--- src/rtl/hsid_pkg.sv ---
// Shared types and constants for the HSID squared-difference accumulator
// sequencer: default widths, the controller state encoding and the
// all-ones distance used as the "no minimum yet" value.
package hsid_pkg;

    localparam int HSID_DATA_WIDTH        = 16;
    localparam int HSID_DATA_WIDTH_ACC    = 32;
    localparam int HSID_HSP_BANDS_WIDTH   = 8;
    localparam int HSID_HSP_LIBRARY_WIDTH = 8;

    // Largest representable distance; seeds the running minimum.
    localparam logic [HSID_DATA_WIDTH_ACC-1:0] HSID_ACC_MAX = '1;

    typedef enum logic [1:0] {
        ST_IDLE  = 2'd0,
        ST_RUN   = 2'd1,
        ST_DRAIN = 2'd2,
        ST_DONE  = 2'd3
    } hsid_sq_df_acc_ctrl_state_t;

endpackage

--- src/rtl/hsid_sq_df_acc_ctrl_if.sv ---
// Bus bundle between the sequencer, the test/library memories and the
// squared-difference datapath.
//
// Stream semantics: every transfer on this bundle is valid-only. A strobe
// (test_rd_en, lib_rd_en, data_in_valid, acc_valid, initial_acc_en) marks a
// transfer in that cycle and there is no ready/backpressure: the receiver
// must accept every strobed beat. Memory read data is valid exactly one
// cycle after its read strobe.
interface hsid_sq_df_acc_ctrl_if
    import hsid_pkg::*;
#(
    parameter int DATA_WIDTH        = HSID_DATA_WIDTH,
    parameter int DATA_WIDTH_ACC    = HSID_DATA_WIDTH_ACC,
    parameter int HSP_BANDS_WIDTH   = HSID_HSP_BANDS_WIDTH,
    parameter int HSP_LIBRARY_WIDTH = HSID_HSP_LIBRARY_WIDTH
) ();

    // Memory side
    logic                                       test_rd_en;
    logic [HSP_BANDS_WIDTH-1:0]                 test_rd_addr;
    logic [DATA_WIDTH-1:0]                      test_rd_data;
    logic                                       lib_rd_en;
    logic [HSP_LIBRARY_WIDTH+HSP_BANDS_WIDTH-1:0] lib_rd_addr;
    logic [DATA_WIDTH-1:0]                      lib_rd_data;

    // Datapath input side
    logic                                       initial_acc_en;
    logic [DATA_WIDTH_ACC-1:0]                  initial_acc;
    logic                                       data_in_valid;
    logic [DATA_WIDTH-1:0]                      data_in_a;
    logic [DATA_WIDTH-1:0]                      data_in_b;
    logic                                       data_in_last;
    logic [HSP_LIBRARY_WIDTH-1:0]               data_in_ref;

    // Datapath result side
    logic                                       acc_valid;
    logic [DATA_WIDTH_ACC-1:0]                  acc_value;
    logic                                       acc_last;
    logic [HSP_LIBRARY_WIDTH-1:0]               acc_ref;

    // Sequencer view
    modport master (
        output test_rd_en, test_rd_addr,
        input  test_rd_data,
        output lib_rd_en, lib_rd_addr,
        input  lib_rd_data,
        output initial_acc_en, initial_acc,
        output data_in_valid, data_in_a, data_in_b, data_in_last, data_in_ref,
        input  acc_valid, acc_value, acc_last, acc_ref
    );

    // Memories + datapath view
    modport slave (
        input  test_rd_en, test_rd_addr,
        output test_rd_data,
        input  lib_rd_en, lib_rd_addr,
        output lib_rd_data,
        input  initial_acc_en, initial_acc,
        input  data_in_valid, data_in_a, data_in_b, data_in_last, data_in_ref,
        output acc_valid, acc_value, acc_last, acc_ref
    );

endinterface

--- src/rtl/hsid_band_lib_cnt.sv ---
// Address generator: band counter nested inside a library-pixel counter.
// The band counter wraps at bands-1 and bumps the library counter; o_end
// flags the final band of the final library pixel. Both counters return to
// zero after the final beat so the addresses idle at 0.
module hsid_band_lib_cnt
    import hsid_pkg::*;
#(
    parameter int BANDS_WIDTH   = HSID_HSP_BANDS_WIDTH,
    parameter int LIBRARY_WIDTH = HSID_HSP_LIBRARY_WIDTH
) (
    input  logic                     clk,
    input  logic                     rst_n,
    input  logic                     i_clear,
    input  logic                     i_en,
    input  logic [BANDS_WIDTH-1:0]   i_bands,
    input  logic [LIBRARY_WIDTH-1:0] i_lib_size,
    output logic [BANDS_WIDTH-1:0]   o_band,
    output logic [LIBRARY_WIDTH-1:0] o_lib,
    output logic                     o_band_first,
    output logic                     o_band_last,
    output logic                     o_end
);

    logic [BANDS_WIDTH-1:0]   r_band;
    logic [LIBRARY_WIDTH-1:0] r_lib;
    logic [BANDS_WIDTH-1:0]   w_band_max;
    logic [LIBRARY_WIDTH-1:0] w_lib_max;
    logic                     w_band_last;
    logic                     w_lib_last;

    assign w_band_max  = i_bands - 1'b1;
    assign w_lib_max   = i_lib_size - 1'b1;
    assign w_band_last = (r_band == w_band_max);
    assign w_lib_last  = (r_lib == w_lib_max);

    // Advance band, carry into library index on band wrap.
    always_ff @(posedge clk or negedge rst_n) begin
        if (!rst_n) begin
            r_band <= '0;
            r_lib  <= '0;
        end else if (i_clear) begin
            r_band <= '0;
            r_lib  <= '0;
        end else if (i_en) begin
            if (w_band_last) begin
                r_band <= '0;
                r_lib  <= w_lib_last ? '0 : r_lib + 1'b1;
            end else begin
                r_band <= r_band + 1'b1;
            end
        end
    end

    assign o_band       = r_band;
    assign o_lib        = r_lib;
    assign o_band_first = (r_band == '0);
    assign o_band_last  = w_band_last;
    assign o_end        = w_band_last && w_lib_last;

endmodule

--- src/rtl/hsid_sq_df_acc_ctrl.sv ---
// Sequencer for the squared-difference accumulator. Streams every band of
// the test pixel against every library pixel (one band per cycle, no gaps),
// tags each beat with its library index, then tracks the library index with
// the smallest returned distance. Completion is detected by counting
// per-pixel results, so the datapath latency is not assumed.
module hsid_sq_df_acc_ctrl
    import hsid_pkg::*;
#(
    parameter int DATA_WIDTH        = HSID_DATA_WIDTH,
    parameter int DATA_WIDTH_ACC    = HSID_DATA_WIDTH_ACC,
    parameter int HSP_BANDS_WIDTH   = HSID_HSP_BANDS_WIDTH,
    parameter int HSP_LIBRARY_WIDTH = HSID_HSP_LIBRARY_WIDTH
) (
    input  logic                         clk,
    input  logic                         rst_n,
    input  logic                         start,
    input  logic [HSP_BANDS_WIDTH-1:0]   hsp_bands,
    input  logic [HSP_LIBRARY_WIDTH-1:0] hsp_library_size,
    hsid_sq_df_acc_ctrl_if.master        bus,
    output logic                         busy,
    output logic                         done,
    output logic [HSP_LIBRARY_WIDTH-1:0] min_ref,
    output logic [DATA_WIDTH_ACC-1:0]    min_value,
    output hsid_sq_df_acc_ctrl_state_t   dbg_state
);

    hsid_sq_df_acc_ctrl_state_t r_state;
    hsid_sq_df_acc_ctrl_state_t w_state_nxt;

    // Latched configuration and result tracking
    logic [HSP_BANDS_WIDTH-1:0]   r_bands;
    logic [HSP_LIBRARY_WIDTH-1:0] r_lib_size;
    logic [HSP_LIBRARY_WIDTH-1:0] r_res_cnt;
    logic [DATA_WIDTH_ACC-1:0]    r_min_value;
    logic [HSP_LIBRARY_WIDTH-1:0] r_min_ref;

    // Issue tags delayed to line up with the read data
    logic                         r_dly_valid;
    logic                         r_dly_first;
    logic                         r_dly_last;
    logic [HSP_LIBRARY_WIDTH-1:0] r_dly_ref;

    // Address generator
    logic [HSP_BANDS_WIDTH-1:0]   w_band;
    logic [HSP_LIBRARY_WIDTH-1:0] w_lib;
    logic                         w_band_first;
    logic                         w_band_last;
    logic                         w_end;

    // Control
    logic                         w_accept;
    logic                         w_cfg_empty;
    logic                         w_rd_en;
    logic                         w_busy;
    logic                         w_done;
    logic                         w_collect;
    logic                         w_res_hit;
    logic                         w_res_done;
    logic [HSP_LIBRARY_WIDTH-1:0] w_res_next;

    assign w_accept    = (r_state == ST_IDLE) && start;
    assign w_cfg_empty = (hsp_bands == '0) || (hsp_library_size == '0);
    assign w_collect   = (r_state == ST_RUN) || (r_state == ST_DRAIN);
    assign w_res_hit   = w_collect && bus.acc_valid && bus.acc_last;
    assign w_res_next  = r_res_cnt + 1'b1;
    // The final result is counted in the same cycle it arrives.
    assign w_res_done  = (r_res_cnt == r_lib_size) ||
                         (w_res_hit && (w_res_next == r_lib_size));

    hsid_band_lib_cnt #(
        .BANDS_WIDTH   (HSP_BANDS_WIDTH),
        .LIBRARY_WIDTH (HSP_LIBRARY_WIDTH)
    ) u_cnt (
        .clk          (clk),
        .rst_n        (rst_n),
        .i_clear      (w_accept),
        .i_en         (w_rd_en),
        .i_bands      (r_bands),
        .i_lib_size   (r_lib_size),
        .o_band       (w_band),
        .o_lib        (w_lib),
        .o_band_first (w_band_first),
        .o_band_last  (w_band_last),
        .o_end        (w_end)
    );

    // FSM state register
    always_ff @(posedge clk or negedge rst_n) begin
        if (!rst_n) begin
            r_state <= ST_IDLE;
        end else begin
            r_state <= w_state_nxt;
        end
    end

    // FSM next state and state-decoded outputs
    always_comb begin
        w_state_nxt = r_state;
        w_rd_en     = 1'b0;
        w_busy      = 1'b0;
        w_done      = 1'b0;
        case (r_state)
            ST_IDLE: begin
                if (start) begin
                    w_state_nxt = w_cfg_empty ? ST_DONE : ST_RUN;
                end
            end
            ST_RUN: begin
                w_rd_en = 1'b1;
                w_busy  = 1'b1;
                if (w_end) begin
                    w_state_nxt = ST_DRAIN;
                end
            end
            ST_DRAIN: begin
                w_busy = 1'b1;
                if (w_res_done) begin
                    w_state_nxt = ST_DONE;
                end
            end
            ST_DONE: begin
                w_busy      = 1'b1;
                w_done      = 1'b1;
                w_state_nxt = ST_IDLE;
            end
            default: begin
                w_state_nxt = ST_IDLE;
            end
        endcase
    end

    // Config latch and running minimum over per-pixel results
    always_ff @(posedge clk or negedge rst_n) begin
        if (!rst_n) begin
            r_bands     <= '0;
            r_lib_size  <= '0;
            r_res_cnt   <= '0;
            r_min_value <= '1;
            r_min_ref   <= '0;
        end else if (w_accept) begin
            r_bands     <= hsp_bands;
            r_lib_size  <= hsp_library_size;
            r_res_cnt   <= '0;
            r_min_value <= '1;
            r_min_ref   <= '0;
        end else if (w_res_hit) begin
            r_res_cnt <= w_res_next;
            // Strict compare: refs return in order, so a tie keeps the lower ref.
            if (bus.acc_value < r_min_value) begin
                r_min_value <= bus.acc_value;
                r_min_ref   <= bus.acc_ref;
            end
        end
    end

    // Delay issue tags by one cycle to match memory read latency
    always_ff @(posedge clk or negedge rst_n) begin
        if (!rst_n) begin
            r_dly_valid <= 1'b0;
            r_dly_first <= 1'b0;
            r_dly_last  <= 1'b0;
            r_dly_ref   <= '0;
        end else begin
            r_dly_valid <= w_rd_en;
            if (w_rd_en) begin
                r_dly_first <= w_band_first;
                r_dly_last  <= w_band_last;
                r_dly_ref   <= w_lib;
            end
        end
    end

    assign bus.test_rd_en     = w_rd_en;
    assign bus.test_rd_addr   = w_band;
    assign bus.lib_rd_en      = w_rd_en;
    assign bus.lib_rd_addr    = {w_lib, w_band};

    // Accumulation restarts at zero on band 0 of every library pixel.
    assign bus.initial_acc_en = r_dly_valid & r_dly_first;
    assign bus.initial_acc    = '0;
    assign bus.data_in_valid  = r_dly_valid;
    assign bus.data_in_a      = r_dly_valid ? bus.test_rd_data : '0;
    assign bus.data_in_b      = r_dly_valid ? bus.lib_rd_data : '0;
    assign bus.data_in_last   = r_dly_valid & r_dly_last;
    assign bus.data_in_ref    = r_dly_ref;

    assign busy      = w_busy;
    assign done      = w_done;
    assign min_ref   = r_min_ref;
    assign min_value = r_min_value;
    assign dbg_state = r_state;

endmodule

--- src/flat_wrapper.sv ---
// flat-port wrapper written by rule: the top's interface ports become plain ports
module hsid_sq_df_acc_ctrl_flat import hsid_pkg::*;
#(
    parameter int DATA_WIDTH        = HSID_DATA_WIDTH,
    parameter int DATA_WIDTH_ACC    = HSID_DATA_WIDTH_ACC,
    parameter int HSP_BANDS_WIDTH   = HSID_HSP_BANDS_WIDTH,
    parameter int HSP_LIBRARY_WIDTH = HSID_HSP_LIBRARY_WIDTH
)
  (clk, rst_n, start, hsp_bands, hsp_library_size, busy, done, min_ref, min_value, dbg_state, bus_test_rd_en, bus_test_rd_addr, bus_test_rd_data, bus_lib_rd_en, bus_lib_rd_addr, bus_lib_rd_data, bus_initial_acc_en, bus_initial_acc, bus_data_in_valid, bus_data_in_a, bus_data_in_b, bus_data_in_last, bus_data_in_ref, bus_acc_valid, bus_acc_value, bus_acc_last, bus_acc_ref);
  hsid_sq_df_acc_ctrl_if #(.DATA_WIDTH(DATA_WIDTH), .DATA_WIDTH_ACC(DATA_WIDTH_ACC), .HSP_BANDS_WIDTH(HSP_BANDS_WIDTH), .HSP_LIBRARY_WIDTH(HSP_LIBRARY_WIDTH)) bus_i ();
  input  logic clk;
  input  logic rst_n;
  input  logic start;
  input  logic [HSP_BANDS_WIDTH-1:0] hsp_bands;
  input  logic [HSP_LIBRARY_WIDTH-1:0] hsp_library_size;
  output logic busy;
  output logic done;
  output logic [HSP_LIBRARY_WIDTH-1:0] min_ref;
  output logic [DATA_WIDTH_ACC-1:0] min_value;
  output hsid_sq_df_acc_ctrl_state_t dbg_state;
  output wire logic [$bits(bus_i.test_rd_en)-1:0] bus_test_rd_en;
  output wire logic [$bits(bus_i.test_rd_addr)-1:0] bus_test_rd_addr;
  input wire logic [$bits(bus_i.test_rd_data)-1:0] bus_test_rd_data;
  output wire logic [$bits(bus_i.lib_rd_en)-1:0] bus_lib_rd_en;
  output wire logic [$bits(bus_i.lib_rd_addr)-1:0] bus_lib_rd_addr;
  input wire logic [$bits(bus_i.lib_rd_data)-1:0] bus_lib_rd_data;
  output wire logic [$bits(bus_i.initial_acc_en)-1:0] bus_initial_acc_en;
  output wire logic [$bits(bus_i.initial_acc)-1:0] bus_initial_acc;
  output wire logic [$bits(bus_i.data_in_valid)-1:0] bus_data_in_valid;
  output wire logic [$bits(bus_i.data_in_a)-1:0] bus_data_in_a;
  output wire logic [$bits(bus_i.data_in_b)-1:0] bus_data_in_b;
  output wire logic [$bits(bus_i.data_in_last)-1:0] bus_data_in_last;
  output wire logic [$bits(bus_i.data_in_ref)-1:0] bus_data_in_ref;
  input wire logic [$bits(bus_i.acc_valid)-1:0] bus_acc_valid;
  input wire logic [$bits(bus_i.acc_value)-1:0] bus_acc_value;
  input wire logic [$bits(bus_i.acc_last)-1:0] bus_acc_last;
  input wire logic [$bits(bus_i.acc_ref)-1:0] bus_acc_ref;
  assign bus_test_rd_en = bus_i.test_rd_en;
  assign bus_test_rd_addr = bus_i.test_rd_addr;
  assign bus_i.test_rd_data = bus_test_rd_data;
  assign bus_lib_rd_en = bus_i.lib_rd_en;
  assign bus_lib_rd_addr = bus_i.lib_rd_addr;
  assign bus_i.lib_rd_data = bus_lib_rd_data;
  assign bus_initial_acc_en = bus_i.initial_acc_en;
  assign bus_initial_acc = bus_i.initial_acc;
  assign bus_data_in_valid = bus_i.data_in_valid;
  assign bus_data_in_a = bus_i.data_in_a;
  assign bus_data_in_b = bus_i.data_in_b;
  assign bus_data_in_last = bus_i.data_in_last;
  assign bus_data_in_ref = bus_i.data_in_ref;
  assign bus_i.acc_valid = bus_acc_valid;
  assign bus_i.acc_value = bus_acc_value;
  assign bus_i.acc_last = bus_acc_last;
  assign bus_i.acc_ref = bus_acc_ref;
  hsid_sq_df_acc_ctrl #(.DATA_WIDTH(DATA_WIDTH), .DATA_WIDTH_ACC(DATA_WIDTH_ACC), .HSP_BANDS_WIDTH(HSP_BANDS_WIDTH), .HSP_LIBRARY_WIDTH(HSP_LIBRARY_WIDTH)) u_core (.clk(clk), .rst_n(rst_n), .start(start), .hsp_bands(hsp_bands), .hsp_library_size(hsp_library_size), .bus(bus_i), .busy(busy), .done(done), .min_ref(min_ref), .min_value(min_value), .dbg_state(dbg_state));
endmodule
--- config.mk ---
export PLATFORM = sky130hd
export DESIGN_NAME = hsid_sq_df_acc_ctrl_flat
export DESIGN_NICKNAME = d
export VERILOG_FILES = /design/src/rtl/hsid_pkg.sv /design/src/rtl/hsid_sq_df_acc_ctrl_if.sv /design/src/rtl/hsid_band_lib_cnt.sv /design/src/rtl/hsid_sq_df_acc_ctrl.sv /design/src/flat_wrapper.sv
export SDC_FILE = /design/constraint.sdc
export NUM_CORES = 1
export LEC_CHECK = 0
export CAP_MARGIN = 20
export CORE_ASPECT_RATIO = 2
export CORE_MARGIN = 8
export CORE_UTILIZATION = 46
export CTS_CLUSTER_DIAMETER = 30
export DETAILED_ROUTE_END_ITERATION = 8
export GPL_TIMING_DRIVEN = 0
export PLACE_DENSITY = 0.86
export SLEW_MARGIN = 10
export SYNTH_ARGS = -nofsm -noshare
export SYNTH_HDL_FRONTEND = slang
export SYNTH_SLANG_ARGS = --single-unit
--- constraint.sdc ---
create_clock -name clk -period 3.8 [get_ports clk]
set_input_delay 0.76 -clock clk [delete_from_list [all_inputs] [get_ports clk]]
set_output_delay 0.76 -clock clk [all_outputs]
set_load 0.005 [all_outputs]
# ---- Yosys cells after proc, flatten, opt, wreduce, memory -nomap -nowiden
# Cells that the tools add are included.
dict set report classes {
  order_cmp 1
  n_reduce_logical 20
  add_sub_neg 5
  bitwise 2
  n_eq_ne 10
  mux 25
}
# operator count
set ops {}
lappend ops {{$mux W32} 3}
lappend ops {{$mux W8} 12}
lappend ops {{$eq A8 B8 Y1} 4}
lappend ops {{$lt A32 B32 Y1} 1}
lappend ops {{$mux W16} 2}
lappend ops {{$add A8 B1 Y8 const B} 3}
lappend ops {{$logic_not A8 Y1} 3}
lappend ops {{$sub A8 B1 Y8 const B} 2}
lappend ops {{$mux W2} 4}
lappend ops {{$pmux W2 S4} 1}
lappend ops {{$reduce_bool A2 Y1} 4}
lappend ops {{$logic_and A1 B1 Y1} 5}
lappend ops {{$eq A2 B2 Y1 const B} 2}
lappend ops {{$ne A2 B2 Y1 const B} 2}
lappend ops {{$reduce_and A2 Y1} 2}
lappend ops {{$logic_or A1 B1 Y1} 3}
lappend ops {{$mux W1} 3}
lappend ops {{$reduce_and A3 Y1} 1}
lappend ops {{$reduce_or A3 Y1} 1}
lappend ops {{$and A1 B1 Y1} 2}
lappend ops {{$eq A2 B1 Y1 const B} 1}
lappend ops {{$logic_not A2 Y1} 1}
lappend ops {{$ne A2 B1 Y1 const B} 1}
dict set report word_totals {
  out_inout_bits 145
  inputBits 93
  reg_bits 93
  word_cells 75
}

# ---- Depth between registers and ports, before layout
# Gate-level depths: netlist of the first run.
dict set report logic_depth {
  ltp_word 8
  ltp_mapped 11
  ltp_nobuf 9
}

# ---- By module
# Synthesis of the first run repeated with hierarchy kept, for this count alone.
dict set report hier_totals {
  hier_cells 740
  area_unflattened_um2 6557.5
}
# module area_per_inst_um2 cells_each n_inst
set modules_own_cells {}
lappend modules_own_cells {hsid_sq_df_acc_ctrl 5112.4 560 1}
lappend modules_own_cells {hsid_band_lib_cnt 1445.1 180 1}

# ---- Least setup slack after synthesis of the first run
# Ideal clock, no wire load.
dict set report synth_timing {
  path_type {input-to-reg}
  startpoint {in bus_acc_value[17]}
  endpoint {reg u_core.r_min_value[0] (netlist: u_core.min_value[0])}
  setup_slack_ns 0.950
  setup_time_ns 0.075
  cell_stages 9
  t_arrival_ns 2.775
  required_time_ns 3.725
  path_cell_list {ha_1 > a21o_1 > a21o_1 > a21o_1 > a2111oi_0 > o221ai_1 > a31oi_1 > buf_2 > mux2i_1}
}
dict set report synth_between {
  elab_chain_cells 3
}
# item line
set synth_lines {}
lappend synth_lines {{start, declared} flat_wrapper.sv:35} ;# input wire logic [$bits(bus_i.acc_value)-1:0] bus_acc_value;
lappend synth_lines {{$lt A32 B32 Y1} hsid_sq_df_acc_ctrl.sv:149} ;# if (bus.acc_value < r_min_value) begin
lappend synth_lines {{$reduce_bool A2 Y1 (no source line)} n/a}
lappend synth_lines {{$reduce_and A2 Y1 (no source line)} n/a}
lappend synth_lines {{end signal, assigned} hsid_sq_df_acc_ctrl.sv:150} ;# r_min_value <= bus.acc_value;
lappend synth_lines {{end, declared} hsid_sq_df_acc_ctrl.sv:34} ;# logic [DATA_WIDTH_ACC-1:0] r_min_value;
# Every way passes these cells.
# A chain may end at the register's enable or synchronous reset.

# ---- Worst setup path in the final report of the first run
dict set report layout_timing {
  startpoint {in bus_acc_value[17]}
  endpoint {reg u_core.r_min_value[20] (netlist: u_core.min_value[20])}
}
# Same word-level chain as after synthesis.

==> flow_summary.json, run 1 <==
{
  "outcome": "complete, no violations",
  "synthDistinctLibCells": 58,
  "area.growth.synth_to_final_pct": 42.3,
  "portBuffers": 205,
  "die-area_sq_um": 18200,
  "cts.repair.resized": 0,
  "cp-start-kind": "input pin",
  "cts_buffer_depth": 2,
  "fraction_of_the_mapped_netlist_area_in_compound_gates_pct": 9.53,
  "max_slew.worst_pin.slew_ns": 0.584,
  "post-synth-top-area-fraction_pct": 23.8,
  "vdd_drop_max_v": 0.000409,
  "postSynthRegisterBits": 93,
  "clkLatencyLatePin_ns": 0.35,
  "leakage_power_uw": 0.00429,
  "finalInstanceArea_sq_um": 9110,
  "timing.setup.critical_path_class": "input pin to flop",
  "setup-tns-final_ns": 0,
  "grt_start_max_net_pins": 55,
  "worst_path_max_delay_cell": "clkdlybuf4s50_1",
  "n_fill_cell": 1108,
  "p_per_area_nw_per_um2": 631,
  "netlist_top_cells_count": "nor2_1, nand2_1, dfrtp_1, inv_1, mux2i_1",
  "maxSlewViolCount": 0,
  "post_synth_instance_area_sq_um": 6410,
  "total_number_of_vias": 6032,
  "synth_most_common_cell": "nor2_1",
  "routed_wirelength_microns": 19900,
  "cts_post_setup_buffers_inserted": 0,
  "via_count_of_the_first_global_routing_pass": 6261,
  "layoutNonFillerInstCount": 1138,
  "drv_cap": 0,
  "cts_num_sinks": 93,
  "critPathMaxStageDelay_ns": 0.44,
  "floorplan.rows": 61,
  "drc_errors": 0,
  "route.detailed.vias_per_inst": 5.30,
  "time_the_final_worst_path_needs_with_i_o_delays_and_setup_ns": 3.33,
  "first_pass_grt_wire_length_microns": 32300,
  "sequentialPowerShare_pct": 30.6,
  "io_pins": 238,
  "share_comb_of_total_power_pct": 52.4,
  "grt.total_usage_pct": 21.7,
  "crit-reg2reg-capture": "u_core.min_value[20]",
  "synth.yosys.warnings": 0,
  "htree_levels": 3,
  "min_path_type": "input pin to asynchronous set/reset pin",
  "tritoncts_clock_tree": "done",
  "dpl.hpwl_microns": 15600,
  "synth.yosys.seq_area_share_pct": 37.0,
  "crit_fanout": 10,
  "floorplan.initialDensity_pct": 46.6,
  "reg2regPathDepth": 10,
  "synth_enable_flop_cells": 0,
  "dpl-instance-area_sq_um": 8800,
  "drt-pass1-iter-count": 7,
  "setup_viol_count_final": 0,
  "timing.fmax_mhz": 300,
  "synth-xor-area-share_pct": 5.06,
  "grt_setup_unrepaired": "no",
  "cts-root-buf": "clkbuf_16",
  "post-route-period-util_pct": 87.6,
  "placeable_core_region_sq_um": 13700,
  "numCtsBuffers": 9,
  "postSynthCellCount": 727,
  "arrival_time_at_the_worst_endpoint_ns": 3.60,
  "required_ns": 4.07,
  "nNetsFinal": 1110,
  "critical_path.most_common_cell": "a21o_1",
  "muxShareOfSynthArea_pct": 8.12,
  "post_synth_and_or_nand_nor_area_fraction_pct": 22.2,
  "fin_util_pct": 66.3,
  "synth_flop_cell": "dfrtp_1",
  "synthArstFlopShare_pct": 100,
  "gr-total-overflow": 0,
  "critical_path.cell_chain": "clkdlybuf4s50_1 -> ha_1 -> a21o_1 -> a21o_1 -> a21o_1 -> a2111oi_0 -> o221ai_1 -> a31oi_1 -> buf_2 -> mux2i_1",
  "ant_nets": 0,
  "cts.clk_slew.worst_paths_ns": 0.07,
  "initial_antenna_violation_count": 1,
  "p_sw_uw": 2200,
  "critical_path.reg2reg.startpoint": "u_core.min_value[17]",
  "worst_slew_margin_relative_to_its_limit_pct": 61.1,
  "worst-r2r-setup-slack_ns": 0.78,
  "timing_hold_violations_final": 0,
  "drt-wirelength-per-cell_microns": 17.5,
  "switching_share_pct": 38.3,
  "fin_worst_skew_ns": 0.0108,
  "syn_area_cell_sq_um": 8.81,
  "critical_path_capture_point_type": "flop",
  "dieHeight_microns": 183,
  "pwr-share-clk_pct": 17.1,
  "synth.top_cells.by_area": "dfrtp_1, dfstp_2, ha_1, mux2i_1, nor2_1",
  "p_int_uw": 3550,
  "detail_route.iter0.violations": 373,
  "synthAdderAreaFrac_pct": 8.20,
  "place_inst": 1121,
  "gpl.final_weighted_congestion": 0.902,
  "synth_largest_area_cell": "dfrtp_1",
  "die_w_microns": 99.4,
  "synth_top_family_by_area": "simple AND/OR/NAND/NOR gates",
  "fraction_of_final_layout_cells_sized_beyond_drive_strength_1_pct": 11.7,
  "postCtsHoldBufs": 0
}
power by group through the flow:
stage | clock, uW | combinational (uW) | sequential (uW)
detailed placement | 0 | 2990 | 1760
finish | 981 | 3010 | 1760
floorplan | 0 | 1720 | 1700
global placement | 0 | 2870 | 1740
CTS | 991 | 3030 | 1750
global route | 1030 | 3330 | 1810
critical path: cells and delay by family:
kind / cells / cell delay [ns]
muxes: 1 / 0.26
AOI/OAI and AO/OA: 6 / 1.42
adders and majority gates: 1 / 0.32
buffers and inverters: 2 / 0.82
through the flow:
| stage | power (uW) | setup WS, ns | hold slack (ns) |
|---|---|---|---|
| final | 5750 | 0.470 | 0.415 |
| after global routing | 6160 | 0.156 | 0.453 |
| after CTS | 5770 | 0.504 | 0.426 |
| after detailed placement | 4760 | 0.175 | 0.499 |
| after global placement | 4610 | -1.51 | 0.491 |
| after floorplan | 3420 | 0.950 | 0.446 |
layout make-up:
cell class | count | area (sq um) | share of cell area (%)
Multi-Input combinational cell | 542 | 3520 | 38.6
Sequential cell | 93 | 2370 | 26.0
Timing Repair Buffer | 206 | 2080 | 22.8
Buffer | 77 | 462 | 5.07
Clock buffer | 10 | 229 | 2.51
Tap cell | 157 | 196 | 2.16
Inverter | 46 | 173 | 1.89
Clock inverter | 6 | 87.6 | 0.961
Antenna cell | 1 | 2.50 | 0.0275
placed cells by master, fill, tap and decap left out, types with 10 or more instances in the layout:
cell type,count
dfrtp_1,61
inv_1,46
dfstp_2,32
clkdlybuf4s50_1,204
nand3_1,27
a21oi_1,14
clkbuf_1,25
mux2i_1,43
and2_1,35
o21ai_0,17
nor2_1,87
xor2_1,11
buf_4,43
a21o_1,21
nand2_1,76
conb_1,32
nand2b_1,10
xnor2_1,26
ha_1,42
kinds of logic (layout without fill, tap and decap cells):
family,count (synthesis),count (layout)
and+or+nand+nor,291,291
buffers and inverters,123,345
DFF,93,93
AOI/OAI and AO/OA,89,89
muxes,51,51
adders and majority gates,42,42
xor gates and xnor gates,37,37
other,1,33
sequential cells by signal, indices dropped and copies added (netlist names):
name,count
u_core.u_cnt.o_band,8
u_core.min_value,32
u_core.min_ref,8
u_core.r_lib_size,8
u_core.bus.data_in_ref,8
u_core.r_dly_last,1
u_core.r_res_cnt,8
u_core.dbg_state,2
u_core.u_cnt.o_lib,8
u_core.r_dly_first,1
u_core.r_bands,8
u_core.bus.data_in_valid,1
routing by layer:
layer / vias up / part of all wire, % / GRT usage [%]
met4: 0 / 1.8 / 6.89
met2: 263 / 50 / 37.2
li1: 2869 / - / -
met5: - / 0 / 0
met3: 28 / 8.5 / 6.72
met1: 2872 / 40 / 25.0
worst max-delay path by stage:
stage                      start                   end  slack (ns)  cells after the start
2_1_floorplan  bus_acc_value[17]   u_core.min_value[0]        0.95                      9
3_3_place_gp               rst_n   u_core.r_res_cnt[0]       -1.51                      1
3_5_place_dp   bus_acc_value[17]     u_core.min_ref[5]        0.18                     10
4_1_cts        bus_acc_value[17]     u_core.min_ref[5]        0.50                     10
5_1_grt        bus_acc_value[17]  u_core.min_value[14]        0.16                     10
6_report       bus_acc_value[17]  u_core.min_value[20]        0.47                     10
Power figures use the tool's default switching activity.
==> inputs of run 2 (changes only) <==
--- a/config.mk
+++ b/config.mk
@@ -7,7 +7,7 @@
 export LEC_CHECK = 0
 export CAP_MARGIN = 20
 export CORE_ASPECT_RATIO = 2
-export CORE_MARGIN = 8
+export CORE_MARGIN = 1
 export CORE_UTILIZATION = 46
 export CTS_CLUSTER_DIAMETER = 30
 export DETAILED_ROUTE_END_ITERATION = 8
==> flow_summary.json, run 2 (synthesis results as in run 1) <==
{
  "area.growth.synth_to_final_pct": 41.9,
  "cts_num_sinks": 93,
  "dieHeight_microns": 169,
  "die-area_sq_um": 14400,
  "cts_post_setup_buffers_inserted": 0,
  "multi_input_area_sq_um": 3520,
  "drv_cap": 0,
  "leakage_power_uw": 0.00429,
  "reg2regPathDepth": 10,
  "cts_buffer_depth": 2,
  "timing_hold_violations_final": 0,
  "worst_path_max_delay_cell": "clkdlybuf4s50_1",
  "cts.repair.resized": 0,
  "io_pins": 238,
  "initial_antenna_violation_count": 0,
  "tritoncts_clock_tree": "done",
  "commonest_non_fill_non_tap_cell_in_the_layout": "clkdlybuf4s50_1",
  "portBuffers": 205,
  "die_w_microns": 85.4,
  "gpl.final_weighted_congestion": 0.928,
  "cp-start-kind": "input pin",
  "pre_cts_ws_ns": 0.206,
  "cts.clk_slew.worst_paths_ns": 0.07,
  "via_count_of_the_first_global_routing_pass": 5895,
  "n_fill_cell": 1088,
  "critical_path.cell_chain": "clkdlybuf4s50_1 -> ha_1 -> a21o_1 -> a21o_1 -> a21o_1 -> a2111oi_0 -> o221ai_1 -> a31oi_1 -> buf_2 -> mux2i_1",
  "place_inst": 1119,
  "switching_share_pct": 38.3,
  "numCtsBuffers": 9,
  "fin_util_pct": 67.3,
  "outcome": "complete, no violations",
  "timing.setup.critical_path_class": "input pin to flop",
  "share_comb_of_total_power_pct": 52.7,
  "floorplan.initialDensity_pct": 47.4,
  "critical_path_buf_inv_count": 2,
  "largest_reg_flops": 32,
  "p_per_area_nw_per_um2": 621,
  "grt_start_max_net_pins": 51,
  "drt-wirelength-per-cell_microns": 16.0,
  "critPathMaxStageDelay_ns": 0.44,
  "fraction_of_final_layout_cells_sized_beyond_drive_strength_1_pct": 11.8,
  "clkLatencyLatePin_ns": 0.35,
  "critical_path.reg2reg.startpoint": "u_core.r_bands[0]",
  "worst-r2r-setup-slack_ns": 0.68,
  "setup_viol_count_final": 0,
  "drt-pass1-iter-count": 4,
  "timing.fmax_mhz": 310,
  "cts-root-buf": "clkbuf_16",
  "ant_nets": 0,
  "p_int_uw": 3480,
  "floorplan.rows": 60,
  "detail_route.iter0.violations": 171,
  "total_number_of_vias": 5953,
  "worst_slew_margin_relative_to_its_limit_pct": 53.4,
  "required_ns": 4.06,
  "nNetsFinal": 1110,
  "final_critical_path_setup_slack_ns": 0.573,
  "fin_worst_skew_ns": 0.00936,
  "crit_fanout": 10,
  "postCtsHoldBufs": 0,
  "maxSlewViolCount": 0,
  "min_path_type": "input pin to asynchronous set/reset pin",
  "layout_common_cells": "clkdlybuf4s50_1, nor2_1, nand2_1, dfrtp_1, inv_1",
  "crit_family": "compound AO/OA/AOI/OAI gates",
  "sequentialPowerShare_pct": 31.0,
  "time_the_final_worst_path_needs_with_i_o_delays_and_setup_ns": 3.23,
  "grt_setup_unrepaired": "no",
  "critical_path.most_common_cell": "a21o_1",
  "route.detailed.vias_per_inst": 5.24,
  "worstSetupStartpoint": "bus_acc_value[17]",
  "regArea_sq_um": 2370,
  "layoutNonFillerInstCount": 1135,
  "gr-total-overflow": 0,
  "grt.total_usage_pct": 25.1,
  "placeable_core_region_sq_um": 13500,
  "drc_errors": 0,
  "diodes": 0,
  "pwr-share-clk_pct": 16.3,
  "dpl.hpwl_microns": 14500,
  "critical_path_capture_point_type": "flop",
  "vdd_drop_max_v": 0.000463,
  "arrival_time_at_the_worst_endpoint_ns": 3.49,
  "max_slew.worst_pin.slew_ns": 0.698,
  "routed_wirelength_microns": 18200,
  "htree_levels": 3,
  "first_pass_grt_wire_length_microns": 28500,
  "p_sw_uw": 2170,
  "crit-reg2reg-capture": "u_core.u_cnt.o_lib[2]",
  "post-route-period-util_pct": 84.9
}
[run 2: cell types whose count changed in the layout (fill, tap and decap cells not counted), sizes merged]
cell / before / now
bufinv: 2 / 1
clkbuf: 34 / 33
clkinvlp: 2 / 1
diode: 1 / 0
inv: 46 / 49
[run 2: area by class of cell]
| class | count | share of cell area [%] |
|---|---|---|
| clock buffers | 9 | 2.48 |
| clock inverters | 7 | 0.798 |
| inverters | 46 | 1.90 |
| plain buffers | 77 | 5.08 |
| flip-flops and latches | 93 | 26.0 |
| well taps | 155 | 2.13 |
| multi-input cells | 542 | 38.7 |
| repair buffers | 206 | 22.8 |
[run 2: stage by stage]
step	total power [uW]	area [sq um]	hold slack [ns]	TNS, ns
2_1_floorplan	3420	6520	0.446	0
3_3_place_gp	4630	8770	0.469	-95.44
3_5_place_dp	4740	8790	0.474	0
4_1_cts	5680	9090	0.449	0
5_1_grt	6030	9090	0.472	0
6_report	5650	9090	0.437	0
[run 2: worst max-delay path by stage]
stage	endpoint	slack, ns	cells after the start
after floorplan	u_core.min_value[0]	0.95	9
after global placement	u_core.r_dly_last	-1.41	1
after detailed placement	u_core.min_ref[2]	0.21	10
after CTS	u_core.min_ref[2]	0.58	10
after global routing	u_core.min_value[7]	0.24	10
final	u_core.min_value[2]	0.57	10
[run 2: worst reg2reg max path: stages, from the launching register on]
cell and delay, ns:
dfrtp_1 0.35, buf_2 0.19, inv_1 0.08, ha_1 0.33, xnor2_1 0.14, a2111oi_0 0.43
o2111ai_1 0.36, nor3_2 0.52, buf_4 0.31, a21boi_0 0.20, o22ai_1 0.09
[run 2: routing by layer]
metal | vias up | share of wire (%) | routed length (microns) | track usage [%]
met4 | 0 | 4.5 | 825 | 13.7
met3 | 51 | 4.1 | 751 | 3.17
li1 | 2880 | - | - | -
met2 | 207 | 56 | 10100 | 47.8
met5 | - | 0 | 0 | 0
met1 | 2815 | 36 | 6490 | 26.0
[run 2: power by group through the flow]
| stage | Sequential, uW | Combinational [uW] | Clock, uW |
|---|---|---|---|
| after floorplan | 1700 | 1720 | 0 |
| after global placement | 1750 | 2880 | 0 |
| after detailed placement | 1770 | 2970 | 0 |
| after CTS | 1750 | 2990 | 939 |
| after global routing | 1800 | 3260 | 974 |
| final | 1750 | 2980 | 920 |
==> inputs of run 3 (changes only) <==
--- a/config.mk
+++ b/config.mk
@@ -8,11 +8,11 @@
 export CAP_MARGIN = 20
 export CORE_ASPECT_RATIO = 2
 export CORE_MARGIN = 1
-export CORE_UTILIZATION = 46
+export CORE_UTILIZATION = 41
 export CTS_CLUSTER_DIAMETER = 30
 export DETAILED_ROUTE_END_ITERATION = 8
 export GPL_TIMING_DRIVEN = 0
-export PLACE_DENSITY = 0.86
+export PLACE_DENSITY = 0.81
 export SLEW_MARGIN = 10
 export SYNTH_ARGS = -nofsm -noshare
 export SYNTH_HDL_FRONTEND = slang
==> constraint.sdc (replaced) <==
create_clock -name clk -period 2.6 [get_ports clk]
set_input_delay 0.52 -clock clk [delete_from_list [all_inputs] [get_ports clk]]
set_output_delay 0.52 -clock clk [all_outputs]
set_load 0.005 [all_outputs]
==> flow_summary.json, run 3 (synthesis results as in run 1) <==
{
  "cts_num_sinks": 93,
  "setup_viol_count_final": 40,
  "setup-tns-final_ns": -3.65,
  "cts_buffer_depth": 2,
  "cp-start-kind": "flop",
  "detail_route.iter0.violations": 286,
  "route.detailed.vias_per_inst": 5.11,
  "gpl.final_weighted_congestion": 0.868,
  "post-route-period-util_pct": 106,
  "routed_wirelength_microns": 19900,
  "fin_worst_skew_ns": 0.00906,
  "htree_levels": 3,
  "final_critical_path_setup_slack_ns": -0.165,
  "floorplan.initialDensity_pct": 41.9,
  "cts-root-buf": "clkbuf_16",
  "clkLatencyLatePin_ns": 0.35,
  "timing.setup.critical_path_class": "flop to flop",
  "dieHeight_microns": 179,
  "first_pass_grt_wire_length_microns": 30100,
  "drt-pass1-iter-count": 5,
  "nNetsFinal": 1131,
  "p_per_area_nw_per_um2": 928,
  "critical_path_buf_inv_count": 4,
  "min_path_type": "input pin to asynchronous set/reset pin",
  "critPathMaxStageDelay_ns": 0.56,
  "multi_input_area_sq_um": 3690,
  "gr-total-overflow": 0,
  "layoutNonFillerInstCount": 1199,
  "placeable_core_region_sq_um": 15300,
  "required_ns": 2.87,
  "drv_cap": 0,
  "pre_cts_ws_ns": -0.827,
  "die_w_microns": 90.4,
  "largest_reg_flops": 32,
  "drt-wirelength-per-cell_microns": 16.6,
  "io_pins": 238,
  "worst_slew_margin_relative_to_its_limit_pct": 49.0,
  "grt_start_max_net_pins": 63,
  "outcome": "finished with violations",
  "place_inst": 1162,
  "total_number_of_vias": 6128,
  "maxSlewViolCount": 0,
  "area.growth.synth_to_final_pct": 50.1,
  "time_the_final_worst_path_needs_with_i_o_delays_and_setup_ns": 2.76,
  "diodes": 0,
  "vdd_drop_max_v": 0.000531,
  "power.total_uw": 8920,
  "n_fill_cell": 1252,
  "regArea_sq_um": 2370,
  "postCtsHoldBufs": 0,
  "grt.total_usage_pct": 23.7,
  "commonest_non_fill_non_tap_cell_in_the_layout": "clkdlybuf4s50_1",
  "timing_hold_violations_final": 0,
  "layout_common_cells": "clkdlybuf4s50_1, nor2_1, nand2_1, buf_4, dfrtp_1",
  "critical_path_capture_point_type": "flop",
  "numCtsBuffers": 9,
  "leakage_power_uw": 0.00447,
  "die-area_sq_um": 16200,
  "max_slew.worst_pin.slew_ns": 0.765,
  "dpl.hpwl_microns": 14500,
  "floorplan.rows": 64,
  "portBuffers": 205,
  "via_count_of_the_first_global_routing_pass": 6086,
  "fraction_of_final_layout_cells_sized_beyond_drive_strength_1_pct": 16.7,
  "critical_path.most_common_cell": "a21o_1",
  "arrival_time_at_the_worst_endpoint_ns": 3.04,
  "tritoncts_clock_tree": "done",
  "grt_setup_unrepaired": "yes",
  "failed_checks": "negative setup slack",
  "crit_fanout": 5,
  "fin_util_pct": 62.9,
  "critical_path.cell_chain": "inv_1 -> ha_1 -> a21o_1 -> a21o_1 -> a21o_1 -> a2111oi_4 -> o221ai_2 -> a31oi_4 -> buf_6 -> buf_12 -> buf_12 -> mux2i_2",
  "worst_path_max_delay_cell": "dfstp_2",
  "ant_nets": 0,
  "initial_antenna_violation_count": 0,
  "cts.clk_slew.worst_paths_ns": 0.07,
  "drc_errors": 0,
  "crit_family": "compound AO/OA/AOI/OAI gates",
  "timing.fmax_mhz": 362
}
## run 3: cell types whose count changed in the layout (fill, tap and decap cells not counted), sizes merged
| cell | previous run | this run |
|---|---|---|
| clkdlybuf4s50 | 204 | 199 |
| buf | 55 | 79 |
| clkbuf | 33 | 32 |
| bufinv | 1 | 0 |
| inv | 49 | 48 |
| dlygate4sd2 | 0 | 5 |
## run 3: where the power goes
part,leakage (uW),total (uW),switching (uW),internal (uW)
sequential,0.00110,2600,561,2040
combinational,0.00322,4990,2310,2680
clock,0.000142,1330,609,718
total,0.00447,8920,3480,5440
## run 3: repair_timing
action / 4_1_cts / 5_1_grt
buffers inserted: 10 / 13
endpoints found under the setup margin: 62 / 62
resized for setup: 39 / 33
cloned: 2 / 2
pin swaps: 12 / 10
## run 3: final timing paths
path                                 startpoint  depth (start not counted)              endpoint  slack (ns)
max in group asynchronous                 rst_n                          2  u_core.min_value[28]        1.77
max                        u_core.min_value[16]                         12  u_core.min_value[31]       -0.16
max reg2reg                u_core.min_value[16]                         12  u_core.min_value[31]       -0.16
min reg2reg                   u_core.r_dly_last                          1     u_core.r_dly_last        0.49
min                                       rst_n                          1     u_core.min_ref[6]        0.12
min in group clk              u_core.r_dly_last                          1     u_core.r_dly_last        0.49
## run 3: final cells by class
| cell class | count | area share [%] |
|---|---|---|
| plain buffers | 73 | 5.26 |
| clock buffers | 11 | 2.64 |
| clock inverters | 5 | 0.442 |
| inverters | 46 | 1.80 |
| multi-input cells | 542 | 38.4 |
| flip-flops and latches | 93 | 24.7 |
| well taps | 198 | 2.58 |
| repair buffers | 231 | 24.3 |
## run 3: routing by layer
layer  GRT usage (%)  part of all wire (%)  up-vias  wire, microns
li1                -                     -     2918              -
met1            23.6                    36     2932           7130
met2            46.5                    56      222          11200
met3            2.71                   3.7       56            735
met4            13.6                   4.0        0            792
met5               0                     0        -              0
## run 3: worst register-to-register path: cells and delay by family, from the launching register on
family | cells | cell delay (ns)
fa+ha+maj | 1 | 0.19
mux | 1 | 0.20
buf+inv | 4 | 0.46
compound gates | 6 | 1.29
flops | 1 | 0.56
## run 3: per-stage QoR
step                area, sq um  hold slack [ns]
floorplan                  6520            0.224
global placement           8820            0.482
detailed placement         8850            0.488
CTS                        9420            0.123
global route               9620            0.143
finish                     9620            0.116
